==> config.mk <==
export PLATFORM = sky130hd
export DESIGN_NAME = shift_frame_ctrl
export DESIGN_NICKNAME = d
export VERILOG_FILES = /design/src/rtl/shift_pkg.sv /design/src/rtl/shift_bit_timer.sv /design/src/rtl/shift_frame_ctrl.sv
export SDC_FILE = /design/constraint.sdc
export NUM_CORES = 1
export LEC_CHECK = 0
export CORE_ASPECT_RATIO = 0.6
export CORE_MARGIN = 4
export CORE_UTILIZATION = 49
export CTS_BUF_LIST = sky130_fd_sc_hd__clkbuf_8
export CTS_CLUSTER_SIZE = 16
export DETAILED_ROUTE_END_ITERATION = 6
export GPL_ROUTABILITY_DRIVEN = 0
export PLACE_DENSITY = 0.77
export SYNTH_ARGS = -nofsm -noshare
export SYNTH_HDL_FRONTEND = slang
export SYNTH_SLANG_ARGS = --single-unit
==> constraint.sdc <==
create_clock -name clk -period 1.75 [get_ports clk]
set_input_delay 0.35 -clock clk [delete_from_list [all_inputs] [get_ports clk]]
set_output_delay 0.35 -clock clk [all_outputs]
set_load 0.03 [all_outputs]
==> src/rtl/shift_pkg.sv <==
// ---------------------------------------------------------------------------
// shift_pkg
// Shared types and defaults for the serial frame shifter.
//   state_t   : frame sequencer states
//   DEF_WIDTH : default frame length in bits
//   DEF_DIV   : default clocks per bit
// ---------------------------------------------------------------------------
package shift_pkg;

   typedef enum logic [1:0] {
      IDLE  = 2'd0,
      SHIFT = 2'd1,
      DONE  = 2'd2
   } state_t;

   localparam int DEF_WIDTH = 8;
   localparam int DEF_DIV   = 4;

endpackage

==> src/rtl/shift_bit_timer.sv <==
// ---------------------------------------------------------------------------
// shift_bit_timer
// Bit-rate prescaler. Counts clocks while enabled and raises a one-cycle
// strobe on the last clock of each bit period, then restarts from zero.
// Ports:
//   clk    in  clock, rising edge
//   reset  in  asynchronous, active-high
//   clear  in  synchronous restart of the count (wins over enable)
//   enable in  count while high
//   strobe out high during the final clock of a bit period
// ---------------------------------------------------------------------------
module shift_bit_timer
   import shift_pkg::*;
#(
   parameter int DIV = DEF_DIV
) (
   input  logic clk,
   input  logic reset,
   input  logic clear,
   input  logic enable,
   output logic strobe
);

   localparam int CW = (DIV > 1) ? $clog2(DIV) : 1;
   localparam logic [CW-1:0] TC = CW'(DIV - 1);

   logic [CW-1:0] div_cnt;

   // With DIV=1 the terminal value is 0, so every enabled clock strobes.
   assign strobe = enable && (div_cnt == TC);

   always_ff @(posedge clk or posedge reset) begin
      if (reset) begin
         div_cnt <= '0;
      end else if (clear) begin
         div_cnt <= '0;
      end else if (enable) begin
         div_cnt <= strobe ? '0 : div_cnt + 1'b1;
      end
   end

endmodule

==> src/rtl/shift_frame_ctrl.sv <==
// ---------------------------------------------------------------------------
// shift_frame_ctrl
// Full-duplex serial frame sequencer. Takes a parallel word over valid/ready,
// shifts it out WIDTH bits at one bit every DIV clocks, captures ser_in on the
// same strobes and presents the received word with a one-cycle rx_valid.
//
// Build option: define SHIFT_LSB_FIRST_EN for LSB-first framing (transmit
// and receive); default is MSB first. Timing is the same in both builds.
//
// Ports:
//   clk       in   clock, rising edge
//   reset     in   asynchronous, active-high
//   tx_data   in   [WIDTH] word to send, sampled on accept
//   tx_valid  in   producer has a word
//   tx_ready  out  controller can accept (IDLE)
//   ser_out   out  serial output bit
//   ser_in    in   serial input bit, sampled on strobe edges
//   ser_en    out  one-cycle shift strobe
//   rx_data   out  [WIDTH] last received word
//   rx_valid  out  one-cycle pulse when rx_data updates
//   busy      out  high in SHIFT and DONE
//
// state | meaning
// ------+---------------------------------------------------------------
// IDLE  | ready for a word; ser_out low
// SHIFT | one bit per DIV clocks; strobe shifts tx_sr/rx_sr
// DONE  | single cycle; publish rx_sr to rx_data, pulse rx_valid next
// ---------------------------------------------------------------------------
module shift_frame_ctrl
   import shift_pkg::*;
#(
   parameter int WIDTH = DEF_WIDTH,
   parameter int DIV   = DEF_DIV
) (
   input  logic             clk,
   input  logic             reset,
   input  logic [WIDTH-1:0] tx_data,
   input  logic             tx_valid,
   output logic             tx_ready,
   output logic             ser_out,
   input  logic             ser_in,
   output logic             ser_en,
   output logic [WIDTH-1:0] rx_data,
   output logic             rx_valid,
   output logic             busy
);

   localparam int BW = (WIDTH > 1) ? $clog2(WIDTH) : 1;
   localparam logic [BW-1:0] LAST_BIT = BW'(WIDTH - 1);

   state_t           state;
   logic [WIDTH-1:0] tx_sr;
   logic [WIDTH-1:0] rx_sr;
   logic [BW-1:0]    bit_cnt;
   logic             strobe;
   logic             in_shift;
   logic             timer_clear;
   logic             tx_bit;
   logic [WIDTH-1:0] tx_next;
   logic [WIDTH-1:0] rx_next;

   assign in_shift    = (state == SHIFT);
   assign timer_clear = !in_shift;

   shift_bit_timer #(
      .DIV (DIV)
   ) u_bit_timer (
      .clk    (clk),
      .reset  (reset),
      .clear  (timer_clear),
      .enable (in_shift),
      .strobe (strobe)
   );

`ifdef SHIFT_LSB_FIRST_EN
   assign tx_bit  = tx_sr[0];
   assign tx_next = tx_sr >> 1;
   assign rx_next = {ser_in, rx_sr[WIDTH-1:1]};
`else
   assign tx_bit  = tx_sr[WIDTH-1];
   assign tx_next = tx_sr << 1;
   assign rx_next = {rx_sr[WIDTH-2:0], ser_in};
`endif

   // Both decode only registered state, so they are glitch-free and forced
   // low outside SHIFT (the timer strobe is already gated by in_shift).
   assign ser_out = in_shift & tx_bit;
   assign ser_en  = strobe;

   always_ff @(posedge clk or posedge reset) begin
      if (reset) begin
         state    <= IDLE;
         tx_ready <= 1'b0;
         busy     <= 1'b0;
         rx_valid <= 1'b0;
         rx_data  <= '0;
         tx_sr    <= '0;
         rx_sr    <= '0;
         bit_cnt  <= '0;
      end else begin
         rx_valid <= 1'b0;
         case (state)
            IDLE: begin
               // tx_ready is registered, so it rises one clock after reset
               // release and is 1 in every IDLE cycle after that.
               tx_ready <= 1'b1;
               if (tx_valid && tx_ready) begin
                  tx_sr    <= tx_data;
                  rx_sr    <= '0;
                  bit_cnt  <= '0;
                  tx_ready <= 1'b0;
                  busy     <= 1'b1;
                  state    <= SHIFT;
               end
            end
            SHIFT: begin
               if (strobe) begin
                  tx_sr <= tx_next;
                  rx_sr <= rx_next;
                  // Hold bit_cnt at its terminal value instead of wrapping.
                  if (bit_cnt == LAST_BIT) begin
                     state <= DONE;
                  end else begin
                     bit_cnt <= bit_cnt + 1'b1;
                  end
               end
            end
            DONE: begin
               rx_data  <= rx_sr;
               rx_valid <= 1'b1;
               busy     <= 1'b0;
               tx_ready <= 1'b1;
               state    <= IDLE;
            end
            default: begin
               state <= IDLE;
            end
         endcase
      end
   end

endmodule

Word level (Yosys, flattened, before mapping). Cells that the tools add are included.

Word-level logic and storage cells: 50. Bits of input ports: 12. Flip-flop bits (word level): 34.

Equality and inequality tests: 8. Multiplexer cells: 21. Reductions and logical operators: 9. Bitwise logic cells: 1. Add/subtract/negate cells: 2.

Operators by type and width (count): 8-bit two-way mux (4); 8-bit case mux with 2 select lines (2); 2-bit two-way mux (5); 3-bit two-way mux (3); 3-bit case mux with 2 select lines (1); 3-bit AND reduction (2); 2-bit equality test, second input constant (2); 2-bit by 1-bit inequality test with 1-bit output, second input constant (2); 2-bit inequality test, second input constant (2); 1-bit case mux with 2 select lines (2); 2-bit case mux with 2 select lines (1); 4-bit AND reduction (1); 2-bit nonzero test (2); 3-bit by 1-bit adder with 3-bit output, second input constant (1); 3-bit equality test, second input constant (1); 1-bit two-way mux (3); 2-bit by 1-bit adder with 2-bit output, second input constant (1); 2-bit by 1-bit equality test with 1-bit output, second input constant (1); 1-bit logical AND (2); 2-bit logical NOT (1); 2-bit AND reduction (1); 1-bit AND (1).

Longest topological paths before layout.
Depth in word-level cells: 4. Gate-level depth with buffers: 5. Gate-level depth less buffers: 5.

Cells and area by module. From an unflattened synthesis, not the netlist that was laid out.

Cells, all modules: 99. Area, all modules: 1447.6 µm².

By module, submodules not included: shift_frame_ctrl (cells an instance 89, instances 1, area an instance 1337.5 µm²); shift_bit_timer (cells an instance 10, instances 1, area an instance 110.1 µm²).

Least setup slack after synthesis. Ideal clock, no wire load.

Kind: register to register. Start point: reg bit_cnt[0]. End point: reg bit_cnt[0]. Setup slack: 0.087 ns. Arrival time: 1.539 ns. Buffers on the path: 0. Stages on the path, launching flop included: 6. Cells stage by stage: dfrtp_1 > ha_1 > ha_1 > nand3b_1 > a21oi_1 > mux2_2.

Cells in the longest elaborated chain, start to end: 4.

RTL lines: start, declared (line shift_frame_ctrl.sv:54) `logic [BW-1:0] bit_cnt;`; start signal, assigned (line shift_frame_ctrl.sv:124) `bit_cnt <= bit_cnt + 1'b1;`; 3-bit by 1-bit adder with 3-bit output (line shift_frame_ctrl.sv:124); 3-bit two-way mux (line shift_frame_ctrl.sv:121) `if (bit_cnt == LAST_BIT) begin`; 3-bit two-way mux (line shift_frame_ctrl.sv:117) `if (strobe) begin`; 3-bit case mux with 2 select lines (line shift_frame_ctrl.sv:102) `case (state)`.

Parallel ways exist; a longest one is shown, timed or not. The select of a mux whose other input is x is not followed. A chain may end at the register's enable or synchronous reset.

Final worst setup path. Ends and elaborated chain as after synthesis.

==> flow_summary_export.csv <==
group,metric,value,unit
placement,io_buffer_count,24,
logic_synthesis,synth_warnings,0,
floorplan,die_width,81.3,um
critical_path,critPathKind,"reg -> reg",
routing,met1_length,1.36,mm
floorplan,num_io_pins,25,
outcome,status,"finished clean",
critical_path,cpMostUsedCell,"ha_1",
sta,worst_pin_slew,0.415,ns
grt,grt_max_degree,35,
sta,fin_skew,0.00731,ns
logic_synthesis,yosys.cell_types.count,22,
placement,dp.cells,193,
sta,timing.final.crit_share,96.5,%
grt,groute.usage.overall,16.0,%
sta,slew_viol_final,0,
finish,multi_input_area,631,um^2
finish,layout-drive-gt1-share,29.4,%
flow_run,maxCapViolations,0,
routing,drtIter0Drc,31,
routing,vias,994,
routing,ant_nets,0,
floorplan,initial_core_util,53.2,%
grt,grt_pass1_vias,1062,
logic_synthesis,yosysSeqAreaShare,53.9,%
critical_path,cp-end-kind,"flip-flop",
grt,grt_pass1_wl,4.89,mm
critical_path,r2r-start,"bit_cnt[0]",
critical_path,cp_cell_sequence,"ha_1, ha_1, nand3b_1, a21oi_2, mux2_2",
finish,layoutNonFillerInstCount,202,
routing,wl_met2,1.31,mm
clock_tree,postCtsHoldBufs,0,
clock_tree,cts_tree,"yes",
logic_synthesis,postSynthCellCount,125,
clock_tree,clock_path_buffers,2,
sta,final-hold-violation-count,0,
floorplan,die_area,4220,um^2
routing,topRoutingLayerUsed,"met4",
routing,drc,0,
hold_path,hold_class,"in -> async",
critical_path,worstPathRequired,1.93,ns
clock_tree,ctsRootBufferMaster,"clkbuf_8",
floorplan,die_h,52.0,um
sta,setup_viol,0,
routing,drt-pass1-iter-count,4,
power,cellPowerDensity,1690,nW/um^2
sta,min_period,1.69,ns
logic_synthesis,synth_area,1580,um^2
grt,antenna_found_initial,0,
clock_tree,clkTransAtPathRegs,0.07,ns
routing,route.met3.wl,117,um
critical_path,worstSetupStartpointType,"flip-flop",
critical_path,worst_path_max_delay_cell,"dfrtp_1",
sta,max_slew_margin,72.3,%
finish,insertedDiodeCount,0,
critical_path,cp.arrival,1.86,ns
sta,fin_ws,0.0612,ns
placement,dp_slack,-0.165,ns
logic_synthesis,synth_fp_nets,140,
clock_tree,cts_buffers,5,
sta,holdWs,0.466,ns
sta,fin_setup_tns,0,ns
critical_path,critPathMaxFanout,3,
clock_tree,insertion_delay,0.29,ns
floorplan,rows,15,
critical_path,rrSetupSlack,0.06,ns
finish,area_delta_synth_final,25.3,%
routing,viasPerCell,4.92,
critical_path,rr_worst_depth,5,
finish,seqCellArea,852,um^2
power,max-vdd-ir-drop,0.000821,V
floorplan,core,2970,um^2
finish,fillers,241,
finish,final_nets,174,
critical_path,max_stage_delay,0.40,ns
sta,rsz0062_at_grt,"no",
critical_path,r2r-end,"bit_cnt[0]",
routing,wl,2.83,mm
placement,hpwl,2.07,mm
grt,grt_overflow,0,
routing,wire_per_inst,14.0,um
clock_tree,cts_max_level,2,
logic_synthesis,syn_avg_cell_area,12.6,um^2
logic_synthesis,synth_seq_cells,34,
power,p_leak,0.889,nW
sta,fmax,0.592,GHz
clock_tree,clock_sinks,34,
-- where the power goes --
group          switching [W]  internal (W)
Combinational       0.000676      0.000754
Clock               0.000275      0.000311
Sequential          0.000219       0.00110
-- cells in the mapped netlist --
library cell  instances  area (um^2)
ha_1                  3         37.5
buf_6                 3         33.8
nand2_1              14         52.6
nor2_1                2         7.51
nor2b_1               3         18.8
nor3_1                2         10.0
dfrtp_1              34          851
nand3b_4              1         20.0
and4b_1               1         10.0
mux2_2               21          236
and2_1                2         12.5
buf_12                1         20.0
inv_1                13         48.8
nand3b_1              1         7.51
and3_1                1         6.26
o21ai_0               2         10.0
buf_2                 2         10.0
a21oi_1               5         25.0
a21oi_4               1         16.3
mux2i_1              10          100
nand2b_4              1         13.8
mux2_4                2         30.0
-- placed cells by master (no fill, tap or decap), types with 3 or more instances in the layout --
cell              n
a21oi_1           4
buf_4            11
clkbuf_8          6
clkdlybuf4s50_1  21
dfrtp_1          33
inv_1            14
mux2_2           21
mux2i_1          10
nand2_1          14
nor2b_1           3
-- worst max-delay path: cells and delay by family (launching register included) --
kind                       cells  cell delay (ns)
muxes                          1             0.35
adders and majority gates      2             0.43
and+or+nand+nor                1             0.18
DFF                            1             0.40
AOI/OAI and AO/OA              1             0.21
-- flip-flops by register name, summed over array words and instances, names as in the netlist, 2 cells and up --
signal,cells
state,2
tx_sr,8
rx_data,8
bit_cnt,3
rx_sr,8
u_bit_timer.div_cnt,2
-- repair_timing --
item                                    CTS  global route
endpoints found under the hold margin     0             0
endpoints found under the setup margin    4             8
buffers inserted                          0             1
resized for setup                         3             2
pin swaps                                 0             0
-- layer usage --
| metal | GRT usage [%] | vias to the layer above |
|---|---|---|
| li1 | - | 482 |
| met1 | 19.6 | 485 |
| met2 | 26.0 | 22 |
| met3 | 6.40 | 5 |
| met4 | 5.06 | 0 |
| met5 | 0 | - |
-- worst max-delay path by stage --
| stage | from | end | slack [ns] | cells past startpoint |
|---|---|---|---|---|
| after CTS | u_bit_timer.div_cnt[0] | ser_en | 0.008 | 4 |
| after floorplan | bit_cnt[0] | bit_cnt[0] | 0.09 | 5 |
| after global routing | bit_cnt[0] | bit_cnt[0] | 0.01 | 5 |
| final | bit_cnt[0] | bit_cnt[0] | 0.06 | 5 |
| after global placement | tx_valid | rx_sr[6] | -0.08 | 5 |
| after detailed placement | tx_valid | rx_sr[4] | -0.17 | 5 |
-- through the flow --
step	total power (W)	area (um^2)	util, %
floorplan	0.00237	1580	-
global placement	0.00265	1860	62.8
detailed placement	0.00274	1860	62.8
CTS	0.00333	1960	66.0
global route	0.00359	1980	66.7
finish	0.00333	1980	66.7
-- kinds of logic after synthesis --
group	after synthesis	share of synthesized area [%]
adder cells (fa/ha/maj)	3	2.38
AO/OA/AOI/OAI	8	3.25
multiplexers	33	23.2
AND/OR/NAND/NOR	28	10.1
flip-flops	34	53.9
buffers and inverters	19	7.14
-- final cells by class --
class	instances	area share, %
Multi-Input combinational cell	72	31.9
Sequential cell	34	43.1
Inverter	13	2.47
Clock buffer	6	4.18
Clock inverter	2	0.443
Timing Repair Buffer	33	15.3
Tap cell	42	2.66
(Power assumes the default switching activity.)
==> variant 1, RTL diff (same flow settings) <==
Reset style: synchronous (`reset`), changed in 2 clocked blocks. Comments in the files are not updated.
--- a/src/rtl/shift_bit_timer.sv
+++ b/src/rtl/shift_bit_timer.sv
@@ -29,7 +29,7 @@
    // With DIV=1 the terminal value is 0, so every enabled clock strobes.
    assign strobe = enable && (div_cnt == TC);
 
-   always_ff @(posedge clk or posedge reset) begin
+   always_ff @(posedge clk) begin
       if (reset) begin
          div_cnt <= '0;
       end else if (clear) begin
--- a/src/rtl/shift_frame_ctrl.sv
+++ b/src/rtl/shift_frame_ctrl.sv
@@ -87,7 +87,7 @@
    assign ser_out = in_shift & tx_bit;
    assign ser_en  = strobe;
 
-   always_ff @(posedge clk or posedge reset) begin
+   always_ff @(posedge clk) begin
       if (reset) begin
          state    <= IDLE;
          tx_ready <= 1'b0;
Check against the original RTL: differs if reset is asserted again (counterexample within 4 cycles, from zero or initial values and one cycle with reset high); with reset held inactive, the same outputs for 10 cycles.
==> variant 1 against the original RTL <==
  * Setup slack better by 0.021 ns
  * Routed wire length is 0.11% lower
  * Final area is 14% lower
  * Via count is 11% higher
  * Worst hold slack worse by 0.034 ns
  * Sequential cell count stayed put
  * Synthesized area is 17% lower
  * Critical path type is now flop to output port
Power is not compared: it rests on default switching activity, and its combinational part moved more than twofold at a synthesized area within 25%.
==> variant 1: results (changes against the original RTL) <==
stage,metric,value,unit,change
synth,synthTopCellsByArea,"dfxtp_1 52%, a22o_1 5.4%, mux2i_1 5.4%",,"was dfrtp_1 54%, mux2_2 15%, mux2i_1 6.3%"
routing,wl_per_cell,14.27,um,was 14.00 um
run_status,status,"finished, final reports clean",,unchanged
placed_design,dp_worst_setup_slack,-0.05978,ns,was -0.1650 ns
cells_and_area,fin_nets,182,,was 174
routing,first_iter_violations,58,,was 31
routing,vias_per_cell,5.596,,was 4.921
synth,synth_compound_area_share,14.86,%,was 3.251%
hold_path,hp-class,flop to flop,,was primary input to async pin
synth,synthMuxAreaShare,5.369,%,was 23.24%
global_routing,grt_pass1_vias,1065,,was 1062
global_routing,grt_pass1_wl,4719,um,was 4892 um
sta,skew,0.002299,ns,was 0.007309 ns
synth,synthAdderAreaFrac,2.876,%,was 2.379%
synth,synth_commonest_cells,"34 x dfxtp_1, 18 x nand2_1, 13 x a21oi_1",,"was 34 x dfrtp_1, 21 x mux2_2, 14 x nand2_1"
sta,relSlewSlack,59.71,%,was 72.30%
routing,routed_wl,2826,um,was 2829 um
worst_setup_path,worstReg2RegStart,state[0],,was bit_cnt[0]
worst_setup_path,r2r_slack,0.22,ns,was 0.06 ns
worst_setup_path,cpMaxStageDelayCell,dfxtp_1,,was dfrtp_1
placed_design,place_hpwl,2042,um,was 2067 um
synth,synth-main-ff-cell,dfxtp_1,,was dfrtp_1
synth,syn_inst,136,,was 125
worst_setup_path,critPathMaxStageDelay,0.33,ns,was 0.40 ns
worst_setup_path,rr_endpoint,tx_sr[7],,was bit_cnt[0]
synth,yosysUniqueCellTypes,26,,was 22
global_routing,track_usage,18.14,%,was 16.00%
placed_design,dp_cells,189,,was 193
## variant 1: cell types whose count changed in the layout (fill, tap and decap cells not counted), moves of 3 or more
cell | unedited run | this run
a22o_1 | 0 | 8
nand2_1 | 14 | 18
mux2i_1 | 10 | 7
nand3_1 | 0 | 6
a211oi_1 | 0 | 7
dfrtp_1 | 33 | 0
mux2_2 | 21 | 0
inv_1 | 14 | 3
nor3_1 | 2 | 10
a21oi_1 | 4 | 13
dfxtp_1 | 0 | 34
## variant 1: critical path: cells and delay by family (launching register included)
family | cells | cell delay (ns)
buf+inv | 2 | 0.31
simple gates | 1 | 0.18
flops | 1 | 0.33
fa+ha+maj | 1 | 0.23
## variant 1: layer usage
metal	vias up	track usage [%]	part of all wire, %
met5	-	0	0
met4	0	9.929	2.7
met3	8	6.709	7.3
met2	35	28.27	44
met1	517	22.24	46
li1	548	-	-
## variant 1: logic make-up after synthesis
kind of cell    after synthesis
compound gates               29
fa+ha+maj                     3
buf+inv                      12
flops                        34
mux                           7
simple gates                 51
## variant 1: final cells by class
class,instances,area [um2]
Fill cell,212,828.3
Sequential cell,34,680.7
Multi-Input combinational cell,90,575.6
Timing Repair Buffer,32,297.8
Clock buffer,6,82.58
Tap cell,32,40.04
Inverter,4,17.52
## variant 1: worst max path at each step
stage	cells past startpoint	startpoint	slack [ns]	end
2_1_floorplan	4	tx_ready	0.32	rx_sr[7]
3_3_place_gp	5	tx_valid	0.05	rx_sr[7]
3_5_place_dp	5	tx_valid	-0.06	tx_sr[7]
4_1_cts	1	tx_ready	0.006	tx_ready
5_1_grt	4	u_bit_timer.div_cnt[0]	-0.007	ser_en
6_report	4	u_bit_timer.div_cnt[0]	0.08	ser_en
## variant 1: stage by stage
stage                     total power [mW]  instance area (um2)  hold slack, ns  util, %  setup TNS (ns)
after CTS                            1.515                 1674          0.4318    66.37               0
after detailed placement            0.9691                 1582          0.4233    62.70        -0.05978
final                                1.501                 1694          0.4321    67.16               0
after global placement              0.9618                 1582          0.4148    62.70               0
after floorplan                     0.9078                 1305          0.4072        -               0
after global routing                 1.562                 1694          0.4504    67.16       -0.006884
## variant 1: power by group through the flow
stage	clock (mW)	sequential, mW	combinational (mW)
5_1_grt	0.594	0.811	0.157
6_report	0.548	0.808	0.144
4_1_cts	0.562	0.809	0.144
2_1_floorplan	0	0.832	0.0758
3_5_place_dp	0	0.825	0.144
3_3_place_gp	0	0.824	0.138
## variant 1: what timing repair did
action,4_1_cts,5_1_grt
pin swaps,1,0
setup endpoints to repair,1,5
buffers inserted,1,2
gates resized for setup,1,2
==> variant 2, RTL diff (config.mk and constraints unchanged) <==
Made on the original files. The option `SHIFT_LSB_FIRST_EN` is turned on by a define.
--- a/src/rtl/shift_frame_ctrl.sv
+++ b/src/rtl/shift_frame_ctrl.sv
@@ -26,6 +26,8 @@
 // SHIFT | one bit per DIV clocks; strobe shifts tx_sr/rx_sr
 // DONE  | single cycle; publish rx_sr to rx_data, pulse rx_valid next
 // ---------------------------------------------------------------------------
+`define SHIFT_LSB_FIRST_EN
+
 module shift_frame_ctrl
    import shift_pkg::*;
 #(
Function: changed (Yosys sat finds a counterexample within 4 cycles, from zero or initial values and one cycle with reset high).
==> variant 2 against the original RTL <==
  * Utilization grew 0.54 points
  * Setup slack lost 0.0080 ns
  * First-iteration DRC count grew 74%
  * Sequential cell count is the same
  * Routed wire length grew 3.2%
  * Clock power grew 3%
  * Largest cell class unchanged
  * Synthesized area grew 0.87%
  * Highest routed layer unchanged
  * Power grew 3.0%
  * Register-to-register slack gained 0.06 ns
  * Final area grew 1.5%
==> variant 2: results (changes against the original RTL) <==
stage,metric,value,unit,change
routing,vias_per_cell,4.897,,was 4.921
power_and_ir_drop,p_comb_share,44.3,%,was 42.9%
placed_design,place_hpwl,2058,um,was 2067 um
run_status,status,"finished, final reports clean",,unchanged
hold_path,hp-class,flop to flop,,was primary input to async pin
cells_and_area,final-clk-cell-share,4.741,%,was 4.620%
placed_design,dp_worst_setup_slack,-0.1379,ns,was -0.1650 ns
placed_design,dp_cells,195,,was 193
synth,synth_commonest_cells,"34 x dfrtp_1, 15 x mux2_2, 14 x nand2_1",,"was 34 x dfrtp_1, 21 x mux2_2, 14 x nand2_1"
synth,yosysSeqAreaShare,53.46,%,was 53.93%
global_routing,track_usage,15.84,%,was 16.00%
routing,wl_per_cell,14.38,um,was 14.00 um
cells_and_area,fill_cells,218,,was 241
cells_and_area,n_all_buffers,34,,was 33
synth,syn_area_per_cell,12.73,um2,was 12.62 um2
power_and_ir_drop,leakage,0.9160,nW,was 0.8891 nW
power_and_ir_drop,vdd_ir_drop_max,0.9422,mV,was 0.8210 mV
routing,drt-met1-wl,1401,um,was 1360 um
cells_and_area,fin_nets,175,,was 174
cells_and_area,drive_above_1_share,29.81,%,was 29.38%
placed_design,dpl-instance-area,1908,um2,was 1862 um2
power_and_ir_drop,pg_comb,1.52,mW,was 1.43 mW
worst_setup_path,cp.arrival,1.35,ns,was 1.86 ns
worst_setup_path,cp-startpoint,rx_data[1],,was bit_cnt[0]
worst_setup_path,r2r_slack,0.12,ns,was 0.06 ns
sta,skew,0.008474,ns,was 0.007309 ns
worst_setup_path,cp_max_fo,2,,was 3
power_and_ir_drop,powerDensity,1713,nW/um2,was 1686 nW/um2
worst_setup_path,cpMaxStageDelayCell,clkdlybuf4s50_1,,was dfrtp_1
routing,wl_met2,1364,um,was 1313 um
==> variant 2: changes by cell type in the layout (fill, tap and decap cells not counted) <==
cell and change:
mux2_4 +6, nand2b_4 -1, nor2b_1 -1, clkinvlp_4 +1
ha_1 +1, ha_4 -1, nor2b_2 +1, inv_1 -1
nand2b_1 +1, buf_12 +1, mux2_2 -6
==> variant 2: cell families (layout without fill, tap and decap cells) <==
group,count (synthesis),in the layout,synth area share [%]
multiplexers,33,33,24.45
AND/OR/NAND/NOR,28,28,9.514
AO/OA/AOI/OAI,8,8,3.460
flip-flops,34,34,53.46
buffers and inverters,19,55,6.761
adder cells (fa/ha/maj),3,3,2.359
==> variant 2: metal layers <==
layer	up-vias	track usage (%)
met3	2	5.882
met1	485	20.98
met2	24	25.00
met4	0	3.315
met5	-	0
li1	483	-
==> variant 2: worst reg2reg max path, cell delays in order (launching register included) <==
cell	delay, ns
dfrtp_1	0.40
ha_1	0.21
ha_1	0.21
nand3b_1	0.18
a21oi_2	0.18
mux2_2	0.35
